### config.mk
export PLATFORM = sky130hd
export DESIGN_NAME = pixel_reorder_buffer_flat
export DESIGN_NICKNAME = d
export VERILOG_FILES = /design/src/rtl/pixel_reorder_buffer_if.sv /design/src/rtl/pixel_reorder_buffer.sv /design/src/flat_wrapper.sv
export SDC_FILE = /design/constraint.sdc
export NUM_CORES = 1
export LEC_CHECK = 0
export ABC_AREA = 0
export CORE_MARGIN = 1
export CORE_UTILIZATION = 25
export CTS_CLUSTER_SIZE = 30
export DETAILED_ROUTE_END_ITERATION = 8
export PLACE_DENSITY_LB_ADDON = 0.08
export SETUP_SLACK_MARGIN = 0.2
export SYNTH_ARGS = -nofsm -noshare
export SYNTH_HDL_FRONTEND = slang
export SYNTH_SLANG_ARGS = --single-unit
### constraint.sdc
create_clock -name aclk -period 2.7 [get_ports aclk]
set_clock_uncertainty 0.1 [all_clocks]
set_input_delay 0.54 -clock aclk [delete_from_list [all_inputs] [get_ports aclk]]
set_output_delay 0.54 -clock aclk [all_outputs]
set_load 0.02 [all_outputs]
### src/rtl/pixel_reorder_buffer_if.sv
// AXI4-Stream style pixel bus: the master drives data and framing flags, the slave returns tready.
interface pixel_reorder_buffer_if #(
  parameter int DATA_W = 24
);
  logic [DATA_W-1:0] tdata;
  logic              tvalid;
  logic              tready;
  logic              tuser;
  logic              tlast;

  modport master (output tdata, tvalid, tuser, tlast, input tready);
  modport slave  (input tdata, tvalid, tuser, tlast, output tready);
endinterface

### src/rtl/pixel_reorder_buffer.sv
// In-order merge of N interleaved ray-tracing cores onto one raster-ordered AXI4-Stream output.
// Optional macro PIXEL_REORDER_STATS_EN adds saturating stall/starve cycle counters.
module pixel_reorder_buffer #(
  parameter int NUM_CORES = 4,
  parameter int COLOR_W   = 8,
  parameter int LINE_W    = 640,
  parameter int FRAME_H   = 480
) (
  input  logic                             aclk,
  input  logic                             aresetn,
  input  logic [NUM_CORES*3*COLOR_W-1:0]   in_pixel_i,
  input  logic [NUM_CORES-1:0]             in_valid_i,
  output logic [NUM_CORES-1:0]             in_ready_o,
  input  logic [$clog2(NUM_CORES+1)-1:0]   active_cores_i,
  pixel_reorder_buffer_if.master           m_axis
`ifdef PIXEL_REORDER_STATS_EN
  ,
  output logic [31:0]                      stall_cycles_o,
  output logic [31:0]                      starve_cycles_o
`endif
);

  localparam int PIX_W = 3 * COLOR_W;
  localparam int ACT_W = $clog2(NUM_CORES + 1);
  localparam int CUR_W = $clog2(NUM_CORES);
  localparam int X_W   = (LINE_W > 1) ? $clog2(LINE_W) : 1;
  localparam int Y_W   = (FRAME_H > 1) ? $clog2(FRAME_H) : 1;

  typedef enum logic [1:0] {ST_CFG, ST_RUN, ST_EOF} state_t;

  state_t                 state_q;
  logic [PIX_W-1:0]       slotData_q [NUM_CORES];
  logic [NUM_CORES-1:0]   slotValid_q;
  logic [NUM_CORES-1:0]   slotValid_d;
  logic [CUR_W-1:0]       cur_q;
  logic [ACT_W-1:0]       nAct_q;
  logic [X_W-1:0]         x_q;
  logic [Y_W-1:0]         y_q;
  logic [PIX_W-1:0]       outData_q;
  logic                   outValid_q;
  logic                   outUser_q;
  logic                   outLast_q;

  logic [ACT_W-1:0]       reqAct;
  logic [NUM_CORES-1:0]   accept;
  logic [NUM_CORES-1:0]   curMask;
  logic [NUM_CORES-1:0]   drainMask;
  logic                   outHandshake;
  logic                   outFree;
  logic                   load;
  logic                   lastX;
  logic                   lastY;
  logic                   curWrap;

  // A request of 0 cores still means one core; anything beyond the hardware is clamped.
  always_comb begin
    reqAct = active_cores_i;
    if (active_cores_i == '0)
      reqAct = ACT_W'(1);
    else if (active_cores_i > ACT_W'(NUM_CORES))
      reqAct = ACT_W'(NUM_CORES);
  end

  always_comb begin
    in_ready_o = '0;
    for (int k = 0; k < NUM_CORES; k++)
      in_ready_o[k] = (state_q == ST_RUN) && !slotValid_q[k] && (ACT_W'(k) < nAct_q);
  end

  assign accept       = in_valid_i & in_ready_o;
  assign outHandshake = outValid_q && m_axis.tready;
  assign outFree      = !outValid_q || m_axis.tready;
  assign load         = (state_q == ST_RUN) && outFree && slotValid_q[cur_q];
  assign curMask      = NUM_CORES'(1) << cur_q;
  assign drainMask    = load ? curMask : '0;
  assign lastX        = (x_q == X_W'(LINE_W - 1));
  assign lastY        = (y_q == Y_W'(FRAME_H - 1));
  assign curWrap      = (ACT_W'(cur_q) == nAct_q - ACT_W'(1));

  // An accept and a drain never hit the same slot in one cycle, so set/clear cannot collide.
  always_comb begin
    slotValid_d = (slotValid_q | accept) & ~drainMask;
  end

  always_ff @(posedge aclk or negedge aresetn) begin
    if (!aresetn) begin
      for (int k = 0; k < NUM_CORES; k++)
        slotData_q[k] <= '0;
    end else begin
      for (int k = 0; k < NUM_CORES; k++)
        if (accept[k])
          slotData_q[k] <= in_pixel_i[k*PIX_W +: PIX_W];
    end
  end

  // Frame FSM plus the output register; the raster position is stamped when a pixel is loaded.
  always_ff @(posedge aclk or negedge aresetn) begin
    if (!aresetn) begin
      state_q     <= ST_CFG;
      slotValid_q <= '0;
      cur_q       <= '0;
      nAct_q      <= ACT_W'(1);
      x_q         <= '0;
      y_q         <= '0;
      outData_q   <= '0;
      outValid_q  <= 1'b0;
      outUser_q   <= 1'b0;
      outLast_q   <= 1'b0;
    end else begin
      slotValid_q <= slotValid_d;

      case (state_q)
        ST_CFG: begin
          if (slotValid_q == '0)
            nAct_q <= reqAct;
          cur_q   <= '0;
          state_q <= ST_RUN;
        end
        ST_RUN: begin
          if (load) begin
            cur_q <= curWrap ? '0 : cur_q + CUR_W'(1);
            if (lastX) begin
              x_q <= '0;
              y_q <= lastY ? '0 : y_q + Y_W'(1);
            end else begin
              x_q <= x_q + X_W'(1);
            end
            if (lastX && lastY)
              state_q <= ST_EOF;
          end
        end
        ST_EOF: begin
          if (outHandshake)
            state_q <= ST_CFG;
        end
        default: state_q <= ST_CFG;
      endcase

      if (load) begin
        outValid_q <= 1'b1;
        outData_q  <= slotData_q[cur_q];
        outUser_q  <= (x_q == '0) && (y_q == '0);
        outLast_q  <= lastX;
      end else if (outHandshake) begin
        outValid_q <= 1'b0;
      end
    end
  end

  assign m_axis.tdata  = outData_q;
  assign m_axis.tvalid = outValid_q;
  assign m_axis.tuser  = outUser_q;
  assign m_axis.tlast  = outLast_q;

`ifdef PIXEL_REORDER_STATS_EN
  logic [31:0] stallCnt_q;
  logic [31:0] starveCnt_q;
  logic        starveNow;

  // Starving: output could take a pixel, the in-order slot is empty, yet another core is waiting.
  assign starveNow = outFree && !slotValid_q[cur_q] && (|(slotValid_q & ~curMask));

  always_ff @(posedge aclk or negedge aresetn) begin
    if (!aresetn) begin
      stallCnt_q  <= '0;
      starveCnt_q <= '0;
    end else begin
      if (outValid_q && !m_axis.tready && (stallCnt_q != '1))
        stallCnt_q <= stallCnt_q + 32'd1;
      if (starveNow && (starveCnt_q != '1))
        starveCnt_q <= starveCnt_q + 32'd1;
    end
  end

  assign stall_cycles_o  = stallCnt_q;
  assign starve_cycles_o = starveCnt_q;
`endif

endmodule
### src/flat_wrapper.sv
// flat-port wrapper written by rule: the top's interface ports become plain ports
module pixel_reorder_buffer_flat 
#(
  parameter int NUM_CORES = 4,
  parameter int COLOR_W   = 8,
  parameter int LINE_W    = 640,
  parameter int FRAME_H   = 480
)
  (aclk, aresetn, in_pixel_i, in_valid_i, in_ready_o, active_cores_i, m_axis_tdata, m_axis_tvalid, m_axis_tuser, m_axis_tlast, m_axis_tready);
  pixel_reorder_buffer_if m_axis_i ();
  input  logic aclk;
  input  logic aresetn;
  input  logic [NUM_CORES*3*COLOR_W-1:0] in_pixel_i;
  input  logic [NUM_CORES-1:0] in_valid_i;
  output logic [NUM_CORES-1:0] in_ready_o;
  input  logic [$clog2(NUM_CORES+1)-1:0] active_cores_i;
  output wire logic [$bits(m_axis_i.tdata)-1:0] m_axis_tdata;
  output wire logic [$bits(m_axis_i.tvalid)-1:0] m_axis_tvalid;
  output wire logic [$bits(m_axis_i.tuser)-1:0] m_axis_tuser;
  output wire logic [$bits(m_axis_i.tlast)-1:0] m_axis_tlast;
  input wire logic [$bits(m_axis_i.tready)-1:0] m_axis_tready;
  assign m_axis_tdata = m_axis_i.tdata;
  assign m_axis_tvalid = m_axis_i.tvalid;
  assign m_axis_tuser = m_axis_i.tuser;
  assign m_axis_tlast = m_axis_i.tlast;
  assign m_axis_i.tready = m_axis_tready;
  pixel_reorder_buffer #(.NUM_CORES(NUM_CORES), .COLOR_W(COLOR_W), .LINE_W(LINE_W), .FRAME_H(FRAME_H)) u_core (.aclk(aclk), .aresetn(aresetn), .in_pixel_i(in_pixel_i), .in_valid_i(in_valid_i), .in_ready_o(in_ready_o), .active_cores_i(active_cores_i), .m_axis(m_axis_i));
endmodule
# Word-level counts from Yosys, hierarchy flattened
# Cells that the tools add are included.
[word_totals]
reg_bits = 153
inputBits = 106
out_inout_bits = 31
wordCells = 89
[op_classes]
add_sub_neg = 4
magnitude_cmp = 7
n_eq_ne = 8
n_shift = 1
mux = 19
bitwise = 5
n_reduce_logical = 31
[ops]
columns = ["operator", "n"]
rows = [
  ["$bmux 24 s2", 1],
  ["$mux 24", 2],
  ["$logic_and 1x1->1", 13],
  ["$add 10x1->10 const B", 1],
  ["$eq 10x10->1 const B", 1],
  ["$logic_not 10->1", 1],
  ["$mux 10", 1],
  ["$mux 2", 5],
  ["$add 9x1->9 const B", 1],
  ["$eq 9x9->1 const B", 1],
  ["$logic_not 9->1", 1],
  ["$mux 9", 1],
  ["$and 4x4->4", 2],
  ["$lt 1x3->1 const A", 2],
  ["$lt 2x3->1 const A", 2],
  ["$mux 3", 2],
  ["$pmux 2 s3", 1],
  ["$reduce_and 2->1", 3],
  ["$reduce_and 3->1", 2],
  ["$logic_not 1->1", 5],
  ["$logic_not 4->1", 1],
  ["$mux 4", 1],
  ["$ne 2x1->1 const B", 2],
  ["$not 4->4", 1],
  ["other kinds (19)", 22],
]

# Logic depth before layout (Yosys ltp)
# Gate-level depths: netlist of run 1.
[logic_depth]
ltp_word = 7
depth_mapped = 7
depth_no_buf = 6

# Worst setup path after synthesis of run 1
# OpenSTA, ideal clock, no wires.
[synth_timing]
path_kind = "reg-to-reg"
start = "register u_core.nAct_q[1]"
end = "register u_core.slotData_q[53] (netlist name)"
t_arrival_ps = 2179
required_time_ps = 2475
slack_ps = 297
stages_incl_launch_ff = 8
path_buffers = 1
cell_sequence = "dfrtp_1 -> inv_1 -> ha_1 -> o21bai_1 -> a211oi_1 -> nand2_1 -> buf_2 -> mux2_2"
[synth_between]
elab_chain_len = 3
[synth_lines]
columns = ["element", "line", "text"]
rows = [
  ["start, declared", "pixel_reorder_buffer.sv:36", "logic [ACT_W-1:0] nAct_q;"],
  ["start signal, assigned", "pixel_reorder_buffer.sv:115", "nAct_q <= reqAct;"],
  ["$lt 1x3->1", "pixel_reorder_buffer.sv:67", "in_ready_o[k] = (state_q == ST_RUN) && !slotValid_q[k] && (ACT_W'(k) < nAct_q);"],
  ["$logic_and 1x1->1", "pixel_reorder_buffer.sv:67", ""],
  ["named net in_ready_o[1]", "flat_wrapper.sv:15", "output logic [NUM_CORES-1:0] in_ready_o;"],
  ["$and 4x4->4", "pixel_reorder_buffer.sv:70", "assign accept = in_valid_i & in_ready_o;"],
  ["end signal, assigned by index", "pixel_reorder_buffer.sv:92", "slotData_q[k] <= in_pixel_i[k*PIX_W +: PIX_W];"],
  ["end, declared", "pixel_reorder_buffer.sv:32", "logic [PIX_W-1:0] slotData_q [NUM_CORES];"],
]
# The timed path passes the listed nets, and every way through them passes these cells.
# A chain may end at the register's enable or synchronous reset.

# Worst setup path in the final report of run 1
[layout_timing]
start = "register u_core.nAct_q[0]"
end = "output in_ready_o[0]"
[layout_between]
elab_chain_len = 2
[layout_lines]
columns = ["element", "line"]
rows = [
  ["$lt 1x3->1", "pixel_reorder_buffer.sv:67"],
  ["$logic_and 1x1->1", "pixel_reorder_buffer.sv:67"],
  ["end, declared", "flat_wrapper.sv:15"],
]
# No other way between the ends.

==> impl_metrics.json, run 1 <==
{
  "synth_edf_count": 0,
  "slew-limit-headroom_pct": 56.8,
  "synth_fa_ha_area_share_pct": 1.83,
  "rows": 60,
  "ys_ff_latch": 153,
  "timing.final.crit_period_ns": 2.41,
  "setup_tns_ns": 0,
  "startpoint_type": "flip-flop",
  "path_buf_inv": 3,
  "wl_per_cell_um": 18.3,
  "final_nets": 786,
  "numClockSinks": 153,
  "clkLatencyLatePin_ns": 0.42,
  "clockBufferDepth": 2,
  "worst_slew_pin_slew_ns": 0.648,
  "cts_buffers": 17,
  "synth_area_mm2": 0.00685,
  "hp-start": "u_core.m_axis.tdata[3]$_DFFE_PN0P_",
  "die_area_mm2": 0.0281,
  "synth_compound_area_share_pct": 3.71,
  "synthTopCellsByCount": "dfrtp_1 (152), mux2_2 (98), nand2_1 (90)",
  "io_buffers": 136,
  "syn_to_final_growth_pct": 35.9,
  "yosysUniqueCellTypes": 43,
  "cts_tree": "done",
  "synthesis.nets": 634,
  "fin_crit_sh_pct": 89.2,
  "criticalPathCategory": "reg -> out",
  "hold_viol_final": 0,
  "dp_hpwl_um": 12300,
  "syn-instance-count": 518,
  "final_cells": 1024,
  "drive_gt1_share_pct": 28.7,
  "crit_path_end_kind": "primary output",
  "fp.dieH_um": 168,
  "path_clk_slew_ns": 0.06,
  "vias": 4588,
  "cts-root-buf": "clkbuf_16",
  "drt_wl_total_um": 18800,
  "muxShareOfSynthArea_pct": 24.3,
  "synth_top_area_share_pct": 55.5,
  "globalRouteTotalUtil_pct": 14.1,
  "grt_pass1_wl_um": 29500,
  "reg2reg_depth": 7,
  "drt_iter0_drc": 139,
  "start_util_pct": 25.4,
  "r2r_start": "u_core.nAct_q[0]$_DFFE_PN1P_",
  "yosysSeqAreaShare_pct": 55.9,
  "diodes": 0,
  "arrival_ns": 1.77,
  "reg2reg_setup_slack_ns": 0.44,
  "antenna_left": 0,
  "drc": 0,
  "min_path_cells": 2,
  "maxCapViolCount": 0,
  "grt_remaining_overflow": 0,
  "timing.rr.end": "u_core.slotData_q[66]$_DFFE_PN0P_",
  "place.gp.congestion": 0.787,
  "antenna_found_initial": 0,
  "rsz0062_at_grt": "yes",
  "hold_end": "u_core.m_axis.tdata[3]$_DFFE_PN0P_",
  "io_pins": 137,
  "core_area_mm2": 0.0270,
  "slowest_delay_ns": 0.60,
  "first_global_vias": 4997,
  "dp.cells": 986,
  "vias_per_cell": 4.48,
  "maxSlewViolCount": 0,
  "yosys_warnings": 0,
  "yosysTopAreaCell": "dfrtp_1",
  "first_pass_iters": 4,
  "ir_worst_vdd_mv": 0.394,
  "h-tree-depth": 4,
  "synth_xor_area_share_pct": 1.15,
  "async_flop_share_pct": 100,
  "leakagePower_nw": 3.94,
  "hold_path_class": "reg -> reg",
  "crit_path_top_delay_cell": "dfstp_2",
  "yosysMostFrequentCell": "dfrtp_1",
  "ys_top_cells_by_area": "dfrtp_1 (56%), mux2_2 (16%), mux4_2 (8.2%)",
  "ys.flop_type": "dfrtp_1",
  "final_util_pct": 34.6,
  "grt_max_degree": 62,
  "clock.fmax_ghz": 0.415,
  "synth_top_family_by_area": "multiplexers",
  "crit_required_ns": 2.06,
  "critPathTopFamily": "flip-flops",
  "cp_max_fo": 6,
  "die_w_um": 168,
  "status": "finished, final reports clean",
  "synth.avg_cell_area_um2": 13.2,
  "crit_chain": "inv_2, a311oi_4, buf_4, buf_2",
  "final-setup-viol-count": 0,
  "power_density_mw_per_mm2": 1110,
  "synth_simple_gate_area_share_pct": 9.90
}
## stage by stage
step | worst slack, ns | instance area, um^2 | hold slack [ns] | total power [mW]
5_1_grt | 0.191 | 9320 | 0.413 | 11.1
4_1_cts | 0.0152 | 9270 | 0.389 | 10.6
6_report | 0.293 | 9320 | 0.379 | 10.4
2_1_floorplan | 0.297 | 6850 | 0.144 | 6.68
3_5_place_dp | 0.0656 | 8690 | 0.362 | 8.27
3_3_place_gp | 0.0721 | 8690 | 0.361 | 8.17
## how the worst max path moves through the flow
stage	start	to	slack [ns]	cells after the start
2_1_floorplan	u_core.nAct_q[1]$_DFFE_PN0P_	u_core.slotData_q[53]$_DFFE_PN0P_	0.30	7
3_3_place_gp	u_core.nAct_q[0]$_DFFE_PN1P_	in_ready_o[0]	0.07	4
3_5_place_dp	u_core.nAct_q[0]$_DFFE_PN1P_	in_ready_o[0]	0.07	4
4_1_cts	u_core.nAct_q[0]$_DFFE_PN1P_	in_ready_o[0]	0.02	4
5_1_grt	u_core.nAct_q[1]$_DFFE_PN0P_	in_ready_o[1]	0.19	5
6_report	u_core.nAct_q[0]$_DFFE_PN1P_	in_ready_o[0]	0.29	4
## timing repair
item | CTS | global route
hold endpoints to repair | 35 | 0
setup buffers | 0 | 5
cloned | 0 | 0
setup endpoints to repair | 4 | 2
hold buffers | 1 | 0
resized for setup | 12 | 10
pin swaps | 1 | 2
## power by group
part | leakage, nW | total [mW] | switching (mW) | internal (mW)
logic | 1.86 | 4.22 | 1.98 | 2.24
registers | 1.83 | 3.92 | 0.583 | 3.33
clock network | 0.255 | 2.23 | 1.03 | 1.20
total | 3.94 | 10.4 | 3.59 | 6.77
## routing by layer
| layer | GRT usage (%) | wire length [um] | vias up | share of wire [%] |
|---|---|---|---|---|
| met2 | 23.2 | 9230 | 101 | 49 |
| met3 | 4.37 | 1070 | 8 | 5.7 |
| li1 | - | - | 2150 | - |
| met4 | 3.19 | 144 | 0 | 0.77 |
| met1 | 18.0 | 8330 | 2329 | 44 |
| met5 | 0 | 0 | - | 0 |
## area by class of cell
class,instances,area (um^2)
fill,2648,17600
inverter,16,60.1
timing repair buffer,158,1600
tap,341,427
clock inverter,13,110
clock buffer,19,433
multi-input combinational,324,2860
sequential,153,3830
## tightest hold or removal path: cells and delay by family (launching register included)
| kind | cells | cell delay, ns |
|---|---|---|
| DFF | 1 | 0.34 |
| and+or+nand+nor | 2 | 0.11 |
## cell usage in the layout, fill, tap and decap left out, drive strengths merged, types with 3 or more instances in the layout
cell type,synthesis,routed
dfrtp,152,152
clkdlybuf4s50,0,131
mux2,98,98
nand2,91,91
mux4,25,25
buf,22,24
inv,16,22
clkbuf,3,19
o21ai,13,13
nand3,10,10
ha,10,10
nand4,8,8
o31ai,7,7
xnor2,7,7
nor2,6,6
and4,5,5
a21oi,4,4
a22oi,4,4
clkinvlp,0,4
nand2b,4,4
a22o,3,3
nor4,3,3
clkinv,0,3
## kinds of logic (layout without fill, tap and decap cells)
logic type      Yosys count  count (layout)
buf+inv                  41             206
compound gates           39              39
flops                   153             153
xor+xnor                  9               9
fa+ha+maj                10              10
mux                     123             123
simple gates            143             143
## registers in the layout, indices dropped and copies added (netlist names), 2 cells and up
signal and flops:
u_core.slotData_q 96, u_core.m_axis.tdata 24, u_core.x_q 10, u_core.y_q 9, u_core.slotValid_q 4, u_core.nAct_q 3, u_core.cur_q 2, u_core.state_q 2
Power figures use the tool's default switching activity.
==> run 2: changes to the inputs <==
CTS_BUF_LIST = sky130_fd_sc_hd__clkbuf_4 sky130_fd_sc_hd__clkbuf_8   (was not set)
==> impl_metrics.json, run 2 (same netlist as run 1, synthesis figures left out) <==
{
  "startpoint_type": "flip-flop",
  "vias_per_cell": 4.45,
  "ir_worst_vdd_mv": 0.398,
  "final_util_pct": 33.9,
  "grt_max_degree": 62,
  "seq_area_mm2": 0.00383,
  "h-tree-depth": 4,
  "clock.fmax_ghz": 0.415,
  "grt_remaining_overflow": 0,
  "maxCapViolCount": 0,
  "total_power_mw": 9.78,
  "min_path_cells": 2,
  "first_global_vias": 5032,
  "setup_tns_ns": 0,
  "final-setup-viol-count": 0,
  "timing.final.crit_period_ns": 2.41,
  "antenna_found_initial": 0,
  "final_cells": 1025,
  "antenna_left": 0,
  "syn_to_final_growth_pct": 33.3,
  "maxSlewViolCount": 0,
  "fillers": 2664,
  "hold_viol_final": 0,
  "status": "finished, final reports clean",
  "criticalPathCategory": "reg -> out",
  "leakagePower_nw": 3.86,
  "layout_commonest_cell": "dfrtp_1",
  "drt_wl_total_um": 18800,
  "rsz0062_at_grt": "yes",
  "largest_reg_flops": 96,
  "clockBufferDepth": 2,
  "drt_iter0_drc": 156,
  "path_clk_slew_ns": 0.08,
  "globalRouteTotalUtil_pct": 14.1,
  "start_util_pct": 25.4,
  "numClockSinks": 153,
  "drive_gt1_share_pct": 29.2,
  "grt_pass1_wl_um": 29500,
  "slew-limit-headroom_pct": 57.2,
  "worst_slew_pin_slew_ns": 0.642,
  "wl_per_cell_um": 18.4,
  "fin_ws_ns": 0.292,
  "fin_crit_sh_pct": 89.2,
  "reg2reg_depth": 7,
  "first_pass_iters": 4,
  "clkLatencyLatePin_ns": 0.45,
  "cts_buffers": 17,
  "crit_required_ns": 2.06,
  "dp.cells": 986,
  "power_density_mw_per_mm2": 1070,
  "diodes": 0,
  "cts_tree": "done",
  "drc": 0,
  "crit_path_end_kind": "primary output",
  "vias": 4559,
  "multiInputGateArea_mm2": 0.00285,
  "cts-root-buf": "clkbuf_8",
  "arrival_ns": 1.77,
  "die_area_mm2": 0.0281,
  "hold_path_class": "reg -> reg",
  "rows": 60,
  "io_pins": 137,
  "fp.dieH_um": 168,
  "die_w_um": 168,
  "top_register": "u_core.slotData_q",
  "dp_hpwl_um": 12300,
  "dp_slack_ns": 0.0656,
  "final_nets": 787,
  "place.gp.congestion": 0.787,
  "final_cell_mix": "dfrtp_1 (150), clkdlybuf4s50_1 (131), mux2_2 (98)",
  "cp_max_fo": 6,
  "core_area_mm2": 0.0270,
  "io_buffers": 136
}
==> run 2: repair_timing <==
action,in CTS,in global routing
hold buffers,1,0
gates resized for setup,19,6
hold endpoints to repair,35,0
endpoints found under the setup margin,4,3
pin swaps,2,2
cloned,0,0
setup buffers,1,5
==> run 2: where the power goes <==
| group | switching, mW | total (mW) | leakage [nW] | internal [mW] |
|---|---|---|---|---|
| clock | 0.948 | 1.63 | 0.174 | 0.680 |
| combinational | 1.99 | 4.24 | 1.86 | 2.25 |
| sequential | 0.585 | 3.91 | 1.83 | 3.33 |
==> run 2: routing by layer <==
layer  up-vias  wire length [um]  global-route usage (%)
met2        94              9320                    23.3
met1      2317              8450                    17.9
met4         0                69                    3.43
met5         -                 0                       0
met3         2              1010                    4.47
li1       2146                 -                       -
==> run 2: final cells by class <==
class | count | area share, %
multi-input combinational | 324 | 31.2
timing repair buffer | 159 | 17.6
clock buffer | 19 | 2.73
clock inverter | 13 | 1.21
inverter | 16 | 0.657
tap | 341 | 4.67
sequential | 153 | 41.9
==> run 2: critical path: stages (launching register included) <==
cell and delay [ns]:
dfstp_2 0.61, inv_2 0.07, a311oi_4 0.34, buf_4 0.19, buf_6 0.11
==> run 2: metrics by stage <==
step,hold WS [ns],area [um^2]
3_3_place_gp,0.361,8690
6_report,0.384,9140
4_1_cts,0.395,9090
5_1_grt,0.420,9140
2_1_floorplan,0.144,6850
3_5_place_dp,0.362,8690
==> run 2: worst paths after layout <==
check | from | end | slack, ns
worst max-delay path | u_core.nAct_q[0]$_DFFE_PN1P_ | in_ready_o[0] | 0.29
worst min-delay path | u_core.m_axis.tdata[3]$_DFFE_PN0P_ | u_core.m_axis.tdata[3]$_DFFE_PN0P_ | 0.38
worst max register to register | u_core.nAct_q[0]$_DFFE_PN1P_ | u_core.slotData_q[66]$_DFFE_PN0P_ | 0.44
worst min register to register | u_core.m_axis.tdata[3]$_DFFE_PN0P_ | u_core.m_axis.tdata[3]$_DFFE_PN0P_ | 0.38
max in group asynchronous | aresetn | u_core.slotData_q[61]$_DFFE_PN0P_ | 1.33
min in group asynchronous | aresetn | u_core.m_axis.tdata[0]$_DFFE_PN0P_ | 0.48
